## src/rtl/if_id_skid.sv

```systemverilog
// rtl/if_id_skid.sv - IF/ID pipeline register with valid/ready handshake, one-entry skid, flush and stall counter
module if_id_skid #(
  parameter int                ADDR_W   = 32,
  parameter int                INST_W   = 32,
  parameter logic [INST_W-1:0] NOP_INST = '0,
  parameter int                CNT_W    = 8
) (
  input  logic              Clk,
  input  logic              Rst_n,
  input  logic              if_valid,
  input  logic [ADDR_W-1:0] if_pc,
  input  logic [INST_W-1:0] if_inst,
  output logic              if_ready,
  input  logic              stall_id,
  input  logic              flush,
  output logic              id_valid,
  output logic [ADDR_W-1:0] id_pc,
  output logic [INST_W-1:0] id_inst,
  output logic              skid_full,
  output logic [CNT_W-1:0]  stall_cnt
);

  logic              skid_valid;
  logic [ADDR_W-1:0] skid_pc;
  logic [INST_W-1:0] skid_inst;
  logic              accept;

  // Ready depends only on the skid flag, so no if_* to id_* combinational path exists.
  assign if_ready  = !skid_valid;
  assign accept    = if_valid & if_ready;
  assign skid_full = skid_valid;

  always_ff @(posedge Clk) begin
    if (!Rst_n) begin
      id_valid   <= 1'b0;
      id_pc      <= '0;
      id_inst    <= NOP_INST;
      skid_valid <= 1'b0;
      skid_pc    <= '0;
      skid_inst  <= NOP_INST;
      stall_cnt  <= '0;
    end else if (flush) begin
      id_valid   <= 1'b0;
      id_pc      <= '0;
      id_inst    <= NOP_INST;
      skid_valid <= 1'b0;
      stall_cnt  <= '0;
    end else if (stall_id) begin
      if (accept) begin
        skid_valid <= 1'b1;
        skid_pc    <= if_pc;
        skid_inst  <= if_inst;
      end
      if (stall_cnt != {CNT_W{1'b1}})
        stall_cnt <= stall_cnt + 1'b1;
    end else begin
      stall_cnt <= '0;
      // A held entry drains first; if_ready is low that cycle so nothing new is accepted.
      if (skid_valid) begin
        id_valid   <= 1'b1;
        id_pc      <= skid_pc;
        id_inst    <= skid_inst;
        skid_valid <= 1'b0;
      end else if (accept) begin
        id_valid <= 1'b1;
        id_pc    <= if_pc;
        id_inst  <= if_inst;
      end else begin
        id_valid <= 1'b0;
        id_pc    <= '0;
        id_inst  <= NOP_INST;
      end
    end
  end

endmodule

```

## config.mk

```make
export PLATFORM = sky130hd
export DESIGN_NAME = if_id_skid
export DESIGN_NICKNAME = d
export VERILOG_FILES = /design/src/rtl/if_id_skid.sv
export SDC_FILE = /design/constraint.sdc
export NUM_CORES = 1
export LEC_CHECK = 0
export BUFFER_PORTS_ARGS = -buffer_cell sky130_fd_sc_hd__buf_2
export CAP_MARGIN = 40
export CORE_ASPECT_RATIO = 1.25
export CORE_MARGIN = 1
export CORE_UTILIZATION = 30
export DETAILED_ROUTE_END_ITERATION = 10
export GPL_TIMING_DRIVEN = 0
export MAX_ROUTING_LAYER = met4
export PLACE_DENSITY_LB_ADDON = 0.3
export SLEW_MARGIN = 20
export SYNTH_ARGS = -nofsm -noshare
export SYNTH_HDL_FRONTEND = slang
export SYNTH_SLANG_ARGS = --single-unit
```

## constraint.sdc

```tcl
create_clock -name Clk -period 1.8 [get_ports Clk]
set_input_delay 0.27 -clock Clk [delete_from_list [all_inputs] [get_ports Clk]]
set_output_delay 0.27 -clock Clk [all_outputs]
set_load 0.005 [all_outputs]
```

==> results summary <==
The number of levels in the clock H-tree came out at 4. The number of flops mapped to enable cells by yosys came out at 0. The run finished with clean final reports.

From synthesis to final layout, the design area changed by 27.0%. The count of input and output buffers came out at 143. Excluding fillers, the count of instances in the completed layout stands at 1136. Routability-driven placement finished with a final weighted congestion of 0.760.

TritonCTS built the clock tree. Setup repair after global routing left no endpoint under its margin. The signal arrival time at the worst endpoint came out at 1.40 ns. The post-CTS setup repair buffer count came out at 0. The post-layout total power came out at 0.00746 W. The clock skew is 0.00793 ns. The iteration-0 DRC count of the detailed router came out at 194. The top cell type's share of synthesized area is 0.455. Leaving out fill and tap cells, the most frequent cell in the layout is sky130_fd_sc_hd__buf_2. The worst hold path belongs to the class input pin to flop. The remaining number of nets flagged by the antenna check after routing is 0.

The average wire per cell in the routed design is 15.3 um. The synthesized flop and latch total came out at 138. The via density per instance is 4.79. The power density over the cells came out at 966 nW/um^2. The critical path is of the flop to output pin type. The number of top-level pins came out at 144.

The proportion of register bits with asynchronous set or reset after synthesis came out at 0. By area the synthesized netlist is led by sky130_fd_sc_hd__dfxtp_1 45%, sky130_fd_sc_hd__nor2b_1 13%, sky130_fd_sc_hd__a221oi_1 8.6%. The count of different cell masters after synthesis is 32.

The final critical-path setup slack came out at 0.134 ns. The slew of the pin with the lowest slew margin came out at 0.567 ns. The core outline area came out at 19600 sq um.

The share of the yosys chip area belonging to registers is 0.455. The horizontal die dimension came out at 129 um. The worst slack after detailed placement is 0.207 ns.

The sink count of the clock tree is 138. The kind of cell with the highest combined delay along the critical path is buffers and inverters. TritonCTS created 17 clock buffers.

The total routed wirelength came out at 17300 um. Among all flip-flop cells after synthesis, the most frequent one is sky130_fd_sc_hd__dfxtp_1. Detailed routing inserted a total of 5441 vias. After detailed routing, the number of remaining DRC violations is 0.

The effective utilization at floorplan is 0.310. The maximum VDD drop came out at 0.669 mV. The number of global-route vias before repair came out at 5051. The pre-antenna-repair detailed-routing pass consisted of 6 iterations. Counting every instance in the synthesized netlist gives 695. Once placement completed, the tool counted placed cells totaling 1103.

The library cell contributing the largest single delay on the critical path is sky130_fd_sc_hd__dfxtp_4. The maximum single-stage delay on the critical path came out at 0.39 ns. STA classifies the critical path startpoint as a flop. The residual overflow from global routing came out at 0. The maximum number of pins on one net before global-route repair is 20. The tightest slew margin relative to the limit came out at 0.622. The number of rows created at floorplan is 57. By instance count, the cell type seen most on the critical path is sky130_fd_sc_hd__buf_6. The largest total area in the synthesized netlist belongs to sky130_fd_sc_hd__dfxtp_1. The aggregate global-route resource usage came out at 0.177. STA classifies the critical path endpoint as an output pin.

The full die area is 20800 sq um. The worst path required time is 1.53 ns. The cell sitting at the root of the clock tree is a sky130_fd_sc_hd__clkbuf_16.

The count of yosys warnings during synthesis came out at 0. In the final timing run, aggregate negative setup slack is 0 ns. The largest buffer count on any clock path came out at 2. The final number of max-transition violations came out at 0. The clock slew at the register clock pins of the worst setup and hold paths came out at 0.06 ns.

Of the cells placed in the final design, the portion with a size suffix greater than 1 is 0.257. The number of nets handed over by synthesis was 765. For this run, the top clock speed supported by timing is 600 MHz.

The worst-path maximum fanout is 19. The count of final setup violators is 0. The max-capacitance violation count came out at 0. The critical path buffer and inverter count is 4. The number of antenna violations at the first check in global routing came out at 3. The net count of the finished layout is 926. The HPWL after detailed placement came out at 12100 um. The fraction of the cycle the final worst path needs is 0.926. Clock latency on the worst-skew pair, taken at its later pin, is 0.42 ns.

The final-report hold violation count is 0. The final critical-path required period is 1.67 ns. Walking the worst path, the cells encountered are buf_6 > buf_6 > inv_1 > buf_2.

The library cells used most frequently in the layout, excluding fill and tap cells, are 170 x sky130_fd_sc_hd__buf_2, 137 x sky130_fd_sc_hd__dfxtp_1, 130 x sky130_fd_sc_hd__nand2_1. The wire length of the first global-routing pass came out at 27300 um. For this design the static power due to leakage is 3.14 nW.

The die is 161 um tall. The average cell area after synthesis is 8.74 sq um. The post-synthesis instance area came out at 6080 sq um.
-- routing by layer --
metal	up-vias	routed length (um)	track usage
li1	2738	-	-
met1	2559	7940	0.220
met2	126	8290	0.279
met3	18	832	0.0391
met4	0	270	0.0631
met5	-	0	-
-- Yosys cell counts (4+ instances only) --
cell and number:
sky130_fd_sc_hd__dfxtp_1 138, sky130_fd_sc_hd__nand2_1 130, sky130_fd_sc_hd__nor2b_1 129, sky130_fd_sc_hd__nor3_1 71, sky130_fd_sc_hd__a21boi_1 60, sky130_fd_sc_hd__a221oi_1 60
sky130_fd_sc_hd__buf_2 27, sky130_fd_sc_hd__clkbuf_1 22, sky130_fd_sc_hd__buf_6 9, sky130_fd_sc_hd__buf_4 7, sky130_fd_sc_hd__a21boi_0 5, sky130_fd_sc_hd__nor2_1 5
sky130_fd_sc_hd__a221oi_2 4
-- worst reg2reg max path, delay by kind of cell, from the launching register on --
family / cells / cell delay (ns)
muxes: 1 / 0.35
AOI/OAI and AO/OA: 1 / 0.19
buffers and inverters: 1 / 0.15
and+or+nand+nor: 1 / 0.18
DFF: 1 / 0.35
adders and majority gates: 1 / 0.25
-- final cells by class --
cell class,instances,area (sq um)
Antenna cell,3,7.51
Sequential cell,138,2770
Inverter,3,11.3
Fill cell,2055,11900
Clock buffer,18,429
Clock inverter,13,154
Timing Repair Buffer,143,716
Multi-Input combinational cell,489,2930
Buffer,64,368
Tap cell,265,332
-- per-stage QoR --
stage / hold slack, ns / instance area (sq um) / util
6_report: 0.0868 / 7710 / 0.393
5_1_grt: 0.0783 / 7710 / 0.393
3_3_place_gp: 0.442 / 7120 / 0.363
4_1_cts: 0.0762 / 7710 / 0.393
2_1_floorplan: 0.405 / 6080 / -
3_5_place_dp: 0.445 / 7120 / 0.363
-- cell families (layout without fill, tap and decap cells) --
group / count (synthesis) / count (layout) / share of synthesized area
and+or+nand+nor: 348 / 348 / 0.291
AOI/OAI and AO/OA: 139 / 139 / 0.187
DFF: 138 / 138 / 0.455
buffers and inverters: 68 / 241 / 0.0630
adders and majority gates: 1 / 1 / 0.00206
muxes: 1 / 1 / 0.00185
other: 0 / 3 / 0
-- worst paths after layout --
check / startpoint / endpoint / slack [ns] / cells after the start
setup / recovery: skid_full / if_ready / 0.13 / 4
hold / removal: if_pc[16] / skid_pc[16] / 0.09 / 3
setup reg to reg: stall_cnt[0] / stall_cnt[5] / 0.22 / 5
hold reg to reg: skid_inst[9] / skid_inst[9] / 0.45 / 2
-- what timing repair did --
item                       CTS  global route
setup endpoints to repair    1             0
gates resized for setup      3             0
hold buffers                 0             0
-- flip-flops by register name, indices dropped and copies added, names as in the netlist --
name and count:
stall_cnt 8, id_pc 32, id_valid 1, skid_full 1, skid_inst 32, id_inst 32
skid_pc 32
-- power by group --
group          leakage [nW]  internal [W]  switching (W)
clock                 0.277       0.00216        0.00136
combinational          1.74      0.000333       0.000398
sequential             1.12       0.00316      0.0000541
No activity file was read; power rests on OpenSTA's default activity.
